## src/rtl/canv_pix_reader_pkg.sv

```systemverilog
// canv_pix_reader_pkg: shared canvas FSM states, legal bpp codes and bpp helpers
package canv_pix_reader_pkg;
    typedef enum logic [2:0] {S_IDLE, S_CALC, S_ISSUE, S_WAIT, S_RESP} state_t;
    localparam logic [3:0] BPP1 = 4'd1;
    localparam logic [3:0] BPP2 = 4'd2;
    localparam logic [3:0] BPP4 = 4'd4;
    localparam logic [3:0] BPP8 = 4'd8;
    function automatic logic [3:0] bpp_norm(input logic [3:0] bpp);
        return (bpp == BPP1 || bpp == BPP2 || bpp == BPP8) ? bpp : BPP4;
    endfunction
    function automatic logic [2:0] bpp_shift(input logic [3:0] bpp);
        return bpp == BPP1 ? 3'd5 : bpp == BPP2 ? 3'd4 : bpp == BPP8 ? 3'd2 : 3'd3;
    endfunction
endpackage

```

## src/rtl/canv_pix_sel.sv

```systemverilog
// canv_pix_sel: extracts one colour index from a packed vram word, pixel 0 in the LSBs
module canv_pix_sel
    import canv_pix_reader_pkg::*;
#(
    parameter int WORD  = 32,
    parameter int COLRW = 8
) (
    input  logic [WORD-1:0]  i_word,
    input  logic [7:0]       i_pix_id,
    input  logic [3:0]       i_bpp,
    output logic [COLRW-1:0] o_cidx
);
    logic [3:0]      w_bpp;
    logic [11:0]     w_off;
    logic [WORD-1:0] w_mask;
    assign w_bpp  = bpp_norm(i_bpp);
    assign w_off  = {4'd0, i_pix_id} * {8'd0, w_bpp};
    assign w_mask = (WORD'(1) << w_bpp) - WORD'(1);
    assign o_cidx = COLRW'((i_word >> w_off) & w_mask);
endmodule

```

## src/rtl/canv_pix_reader.sv

```systemverilog
// canv_pix_reader: single-request vram pixel reader returning a colour index or out-of-bounds flag
module canv_pix_reader
    import canv_pix_reader_pkg::*;
#(
    parameter int CORDW    = 16,
    parameter int WORD     = 32,
    parameter int ADDRW    = 14,
    parameter int SHIFTW   = 3,
    parameter int COLRW    = 8,
    parameter int VRAM_LAT = 2
) (
    input  logic              clk_sys,
    input  logic              rst_sys,
    input  logic [CORDW-1:0]  canv_w,
    input  logic [CORDW-1:0]  canv_h,
    input  logic [3:0]        canv_bpp,
    input  logic [ADDRW-1:0]  addr_base,
    input  logic [SHIFTW-1:0] addr_shift,
    input  logic              req_valid,
    output logic              req_ready,
    input  logic [CORDW-1:0]  req_x,
    input  logic [CORDW-1:0]  req_y,
    output logic              vram_re,
    output logic [ADDRW-1:0]  vram_addr,
    input  logic [WORD-1:0]   vram_dout,
    output logic              rsp_valid,
    input  logic              rsp_ready,
    output logic [COLRW-1:0]  rsp_cidx,
    output logic              rsp_oob,
    output logic              busy
);
    localparam int LW   = 2 * CORDW;
    localparam int CNTW = $clog2(VRAM_LAT + 1);
    state_t            r_state;
    logic [CORDW-1:0]  r_x, r_y, r_w, r_h;
    logic [3:0]        r_bpp;
    logic [ADDRW-1:0]  r_base, r_addr;
    logic [SHIFTW-1:0] r_shift;
    logic [7:0]        r_pix;
    logic [CNTW-1:0]   r_cnt;
    logic              r_re, r_rsp_valid, r_oob;
    logic [COLRW-1:0]  r_cidx;
    logic              w_oob;
    logic [LW-1:0]     w_linear;
    logic [ADDRW-1:0]  w_addr;
    logic [7:0]        w_pix;
    logic [COLRW-1:0]  w_cidx;
    assign w_oob    = r_x[CORDW-1] | r_y[CORDW-1] | (r_x >= r_w) | (r_y >= r_h);
    assign w_linear = LW'(r_y) * LW'(r_w) + LW'(r_x);
    assign w_addr   = r_base + ADDRW'(w_linear >> r_shift);
    assign w_pix    = 8'(w_linear) & ((8'd1 << r_shift) - 8'd1);
    canv_pix_sel #(.WORD(WORD), .COLRW(COLRW)) u_sel (
        .i_word   (vram_dout),
        .i_pix_id (r_pix),
        .i_bpp    (r_bpp),
        .o_cidx   (w_cidx)
    );
    // address and read strobe are registered on leaving CALC so vram_re lands two cycles after acceptance
    always_ff @(posedge clk_sys or posedge rst_sys) begin
        if (rst_sys) begin
            r_state     <= S_IDLE;
            r_x         <= '0;
            r_y         <= '0;
            r_w         <= '0;
            r_h         <= '0;
            r_bpp       <= '0;
            r_base      <= '0;
            r_shift     <= '0;
            r_pix       <= '0;
            r_cnt       <= '0;
            r_re        <= 1'b0;
            r_addr      <= '0;
            r_rsp_valid <= 1'b0;
            r_cidx      <= '0;
            r_oob       <= 1'b0;
        end else begin
            case (r_state)
                S_IDLE: if (req_valid) begin
                    r_x     <= req_x;
                    r_y     <= req_y;
                    r_w     <= canv_w;
                    r_h     <= canv_h;
                    r_bpp   <= canv_bpp;
                    r_base  <= addr_base;
                    r_shift <= addr_shift;
                    r_state <= S_CALC;
                end
                S_CALC: if (w_oob) begin
                    r_oob       <= 1'b1;
                    r_cidx      <= '0;
                    r_rsp_valid <= 1'b1;
                    r_state     <= S_RESP;
                end else begin
                    r_addr  <= w_addr;
                    r_pix   <= w_pix;
                    r_re    <= 1'b1;
                    r_state <= S_ISSUE;
                end
                S_ISSUE: begin
                    r_re    <= 1'b0;
                    r_cnt   <= '0;
                    r_state <= S_WAIT;
                end
                S_WAIT: if (r_cnt == CNTW'(VRAM_LAT - 1)) begin
                    r_cidx      <= w_cidx;
                    r_oob       <= 1'b0;
                    r_rsp_valid <= 1'b1;
                    r_state     <= S_RESP;
                end else begin
                    r_cnt <= r_cnt + CNTW'(1);
                end
                S_RESP: if (rsp_ready) begin
                    r_rsp_valid <= 1'b0;
                    r_state     <= S_IDLE;
                end
                default: r_state <= S_IDLE;
            endcase
        end
    end
    assign req_ready = r_state == S_IDLE;
    assign busy      = r_state != S_IDLE;
    assign vram_re   = r_re;
    assign vram_addr = r_addr;
    assign rsp_valid = r_rsp_valid;
    assign rsp_cidx  = r_cidx;
    assign rsp_oob   = r_oob;
endmodule

```

## config.mk

```make
export PLATFORM = sky130hd
export DESIGN_NAME = canv_pix_reader
export DESIGN_NICKNAME = d
export VERILOG_FILES = /design/src/rtl/canv_pix_reader_pkg.sv /design/src/rtl/canv_pix_sel.sv /design/src/rtl/canv_pix_reader.sv
export SDC_FILE = /design/constraint.sdc
export NUM_CORES = 1
export LEC_CHECK = 0
export ABC_AREA = 1
export CAP_MARGIN = 10
export CORE_UTILIZATION = 30
export CTS_BUF_LIST = sky130_fd_sc_hd__clkbuf_8 sky130_fd_sc_hd__clkbuf_16
export CTS_CLUSTER_SIZE = 12
export DETAILED_ROUTE_END_ITERATION = 16
export PLACE_DENSITY = 0.57
export SLEW_MARGIN = 30
export SYNTH_ARGS = -nofsm -noshare
export SYNTH_HDL_FRONTEND = slang
export SYNTH_SLANG_ARGS = --single-unit
export TNS_END_PERCENT = 30
```

## constraint.sdc

```tcl
create_clock -name clk_sys -period 8.2 [get_ports clk_sys]
set_input_delay 2.05 -clock clk_sys [delete_from_list [all_inputs] [get_ports clk_sys]]
set_output_delay 2.05 -clock clk_sys [all_outputs]
set_load 0.05 [all_outputs]
```

# Yosys cells after proc, flatten, opt, wreduce, memory -nomap -nowiden
# Cells that the tools add are included.
# Widths: inputs -> output; s select.
# op_classes
add_sub_neg	5
n_mul	2
div	0
order_cmp	2
n_eq_ne	14
shifts	4
n_mux	19
bitwise	6
reduce_logical	15
# ops
op	count
$add 32x16->32	1
$ge 16x16->1	2
$mul 16x16->32	1
$shr 32x12->8	1
$shr 32x3->14	1
$and 8x8->8	2
$mux 8	2
$pmux 8 s2	1
$pmux 3 s5	1
$add 14x14->14	1
$mul 8x4->12	1
$mux 3	4
$ne 2x2->1 const B	6
$reduce_and 2->1	4
$shl 1x3->8 const A	1
$shl 1x4->8 const A	1
$sub 8x1->8 const B	1
$sub 8x2->8 const B	1
$eq 3x2->1 const B	2
$reduce_and 3->1	2
$reduce_bool 2->1	3
$reduce_bool 3->1	2
$mux 1	5
$eq 4x1->1 const B	1
16 further kinds	20
# word_totals
reg_bits	123
latch_bits	0
ramBits	0
mem_bits_ro	0
in_bits	121
output_inout_bits	27
mem_count	0

# Depth between registers and ports, before layout
# logic_depth
word_depth	9
depth_mapped	40
depth_no_buf	38

# Modules after synthesis
# A second synthesis with hierarchy kept.
# unflattened
cells_unflattened	2252
hier_area_um2	16393.2
# by_module_without_submodules
module	instances	cells_each	area_per_inst_um2	seq_area_each_um2
canv_pix_reader	1	1687	13487.9	3078.0
canv_pix_sel	1	565	2905.3	0.0

# Worst setup path after synthesis
# No wires, ideal clock.
# synth_path
path_type	flip-flop to flip-flop
from	register r_w[5]
to	register r_addr[12] (netlist: vram_addr[12])
t_arrival_ns	6.995
path_slack_ns	1.069
path_stages_with_launch	39
n_path_buf	2
path_cell_list	dfrtp_1 > clkbuf_1 > clkbuf_1 > nand2_1 > inv_1 > fa_1 > inv_1 > fa_1 > inv_1 > fa_1 > inv_1 > fa_1 > inv_1 > fa_1 > inv_1 > fa_1 > inv_1 > ha_1 > [... 3 more ...] > nand3_1 > or2_2 > nand3_1 > nand3_1 > o21ai_0 > o21ai_0 > ha_1 > a21oi_1 > o21ai_0 > a21oi_1 > nor2_1 > o21ai_0 > nand2_1 > nand2_1 > nand2_1 > a21oi_1 > xor2_1 > o21ai_0
# synth_between
elab_chain_cells	5
elab_cells_between_ends	9
classes_between	add/sub: 2; mul: 1; order compare: 1; shift: 1; bitwise: 3; reduce/logical: 1
# synth_lines
element	line_no	source
start, declared	canv_pix_reader.sv:35	logic [CORDW-1:0] r_x, r_y, r_w, r_h;
start signal, assigned	canv_pix_reader.sv:81	r_w <= canv_w;
parallel branches: the longest is 5 deep, another holds $mul 16x16->32	-	
end signal, assigned	canv_pix_reader.sv:94	r_addr <= w_addr;
end, declared	canv_pix_reader.sv:37	logic [ADDRW-1:0] r_base, r_addr;
# Parallel ways; which one is timed is not known.
# A chain may end at the register's enable or synchronous reset.

# Final worst setup path
# layout_path
from	register r_y[10]
to	register r_addr[12] (netlist: vram_addr[12])
# layout_between
elab_chain_cells	4
elab_cells_between_ends	8
classes_between	add/sub: 2; mul: 1; order compare: 1; shift: 1; bitwise: 2; reduce/logical: 1
# layout_lines
element	line_no	source
start, declared	canv_pix_reader.sv:35	
start signal, assigned	canv_pix_reader.sv:80	r_y <= req_y;
$mul 16x16->32 / $ge 16x16->1 (equally long branches)	canv_pix_reader.sv:49, canv_pix_reader.sv:48	
$add 32x16->32 / $or 1x1->1 (equally long branches)	canv_pix_reader.sv:49, canv_pix_reader.sv:48	
$shr 32x3->14 / $not 1->1 (equally long branches)	-	
$add 14x14->14 / $reduce_and 2->1 (equally long branches)	-	
# Parallel ways exist; a longest one is shown, timed or not.

==> out/results.ini <==
[status]
status=completed

[floorplanning]
io_pins=148
coreArea_sq_um=52700
die_area_sq_um=54300
start_util=0.304
die_h_microns=233
rows=84
die_width_microns=233

[clock_network]
cts_hold_buf=0
cts-resized-gates=0
cts_buffer_depth=2
cts_setup_buffers=0
cts_sinks=123
clkTransAtPathRegs_ps=60
ctsHtreeMaxLevel=4
clock_latency_ps=450
root_buffer=clkbuf_16
cts_tree=done
cts_buffers=17

[logic_synthesis]
postSynthNetCount=2597
synthCells=2179
synth-async-reset-ratio=1.00
ys_ff_latch=123
synth_top_cell_by_area=fa_1
syn_area_sq_um=16000
synth_top_area_share=0.214
synth_enable_flop_cells=0
ys_seq_area_frac=0.192
syn_avg_cell_area_sq_um=7.34
synthTopCellsByArea=fa_1 (21%), dfrtp_1 (19%), nand2_1 (13%)
synth_cell_types=49
yosys_warnings=0
synth-main-ff-cell=dfrtp_1

[run]
maxCapViolCount=0

[timing]
relSlewSlack=0.395
finalSetupViolCount=0
maxSlewViolCount=0
finalCriticalPeriod_ps=7550
post-route-period-util=0.921
finalHoldViolCount=0
max_freq_mhz=132
rsz0062_at_grt=false
skew_ps=17.2
timing.hold.ws_ps=487
setup_tns_ps=0
max_slew.worst_pin.slew_ps=902

[critical_path]
crit_top_cell=fa_1
start_kind=register
critPathMaxFanout=13
critical_path_buf_inv_count=4
end_kind=register
arrival_ps=7880
crit-reg2reg-capture=vram_addr[12]
cp.required_ps=8530
max_stage_delay_ps=690
critPathLaunch=r_y[10]
regToRegSetupSlack_ps=650
crit_cells=32
reg2reg_from=r_y[10]
cp_top_family=adder cells
path_class=register to register
ff2ff_path_depth=32
crit_slowest_cell=dfrtp_1
setup.worst_path.end=vram_addr[12]

[placement]
placed_cells=2940
portBuffers=147
dpl.hpwl_mm=38.1
finalWeightedCongestion=0.906
post_dp_cell_area_sq_um=18100

[drt]
drt_iter0_drc=849
drc_errors=0
vias=14100
ant_nets=0
wl_mm=46.0
wire_per_inst_microns=15.5
routed_via_density=4.73
drt_pre_antenna_iters=4

[min_path]
hold_path_depth=2
min_path_type=register to register

[global_routing]
grt_pass1_wl_mm=74.6
grt_max_degree=76
overflow=0
grt_usage=0.174
grt_pass1_vias=14100
grt_antenna_before_repair=0

[final_layout]
layout.nets=2689
drive_gt1_frac=0.0556
num-fill-cells=5556
stdcell_area_sq_um=18700
finalNonFillerCells=2973
area_growth_pct=16.9

## synth_stat cells, drive strengths merged (2+ instances only)
cell	instances
or2	4
fa	171
a31oi	5
o22ai	2
clkbuf	76
a21o	2
nand3	223
nor2	139
o21bai	3
clkinv	3
nor3	8
a21oi	110
xnor2	14
dfrtp	123
nand2	557
nand3b	5
mux2i	2
mux2	35
xor2	20
o21ai	77
nand4	13
inv	418
o211ai	5
buf	24
ha	126
o31ai	5
## stage by stage
| stage | setup WS, ps | util |
|---|---|---|
| final | 650 | 0.355 |
| after CTS | 420 | 0.355 |
| after detailed placement | 431 | 0.344 |
| after floorplan | 1070 | - |
| after global routing | 43.5 | 0.355 |
| after global placement | 603 | 0.344 |
## cell usage in the layout, fill, tap and decap left out, types with 3 or more instances in the layout
cell | Yosys | layout
a21oi_1 | 109 | 109
a31oi_1 | 5 | 5
buf_4 | 2 | 26
clkbuf_16 | 0 | 17
clkdlybuf4s50_1 | 0 | 147
clkinv_1 | 3 | 4
clkinv_4 | 0 | 5
dfrtp_1 | 123 | 119
dfrtp_2 | 0 | 4
fa_1 | 171 | 171
ha_1 | 126 | 125
inv_1 | 414 | 412
inv_2 | 4 | 4
inv_6 | 0 | 3
mux2_2 | 35 | 35
nand2_1 | 551 | 550
nand2_2 | 4 | 4
nand2_4 | 2 | 3
nand3_1 | 215 | 215
nand3_2 | 7 | 7
nand3b_1 | 5 | 5
nand4_1 | 13 | 13
nor2_1 | 135 | 135
nor3_1 | 8 | 8
o211ai_1 | 5 | 5
o21ai_0 | 64 | 64
o21ai_1 | 13 | 13
o21bai_1 | 3 | 3
o31ai_1 | 5 | 5
or2_2 | 4 | 4
xnor2_1 | 14 | 14
xor2_1 | 20 | 20
## how the worst min path moves through the flow
stage                               to  slack, ps          from
final                     vram_addr[1]        490  vram_addr[1]
after global routing       rsp_cidx[0]        510   rsp_cidx[0]
after CTS                 vram_addr[7]        490  vram_addr[7]
after detailed placement   rsp_cidx[5]        470   rsp_cidx[5]
after global placement        r_cnt[0]        460      r_cnt[0]
after floorplan               r_cnt[0]        450      r_cnt[0]
## state kept, by name (all words and copies together), names as in the netlist, 4 cells and up
signal     cells
r_h           16
r_w           16
r_x           16
r_y           16
r_base        14
vram_addr     14
r_pix          8
rsp_cidx       8
r_bpp          4
## layout make-up
| class | count | area, sq um | area share |
|---|---|---|---|
| Clock buffer | 18 | 439 | 0.0235 |
| Timing Repair Buffer | 173 | 1670 | 0.0891 |
| Inverter | 421 | 1580 | 0.0846 |
| Tap cell | 688 | 861 | 0.0460 |
| Antenna cell | 1 | 2.50 | 0.000134 |
| Sequential cell | 123 | 3080 | 0.165 |
| Clock inverter | 14 | 161 | 0.00863 |
| Multi-Input combinational cell | 1535 | 10900 | 0.583 |
## layer usage
layer | vias to the layer above | GRT usage | routed length, microns
met2 | 358 | 0.303 | 22200
met3 | 42 | 0.0241 | 1910
met1 | 6732 | 0.227 | 21200
li1 | 6921 | - | -
met5 | - | 0 | 0
met4 | 0 | 0.0421 | 719
## logic make-up (layout without fill, tap and decap cells)
group,count (synthesis),in the layout,synth area share
other cells,1,2,0.000234
mux,37,37,0.0259
flops,123,123,0.192
xor+xnor,34,34,0.0186
fa+ha+maj,297,297,0.312
compound gates,216,216,0.0721
buf+inv,521,626,0.126
simple gates,950,950,0.252
## worst reg2reg max path, delay by kind of cell (launching register included)
kind                       cells  cell delay [ps]
adders and majority gates      8             3800
DFF                            1              690
AOI/OAI and AO/OA              9             1340
buffers and inverters          4              210
and+or+nand+nor               10             1250
xor gates and xnor gates       1              160
Power is left out: the tool's default activity adds up to more than one toggle a clock period on the data nets, which glitch-free logic cannot reach.
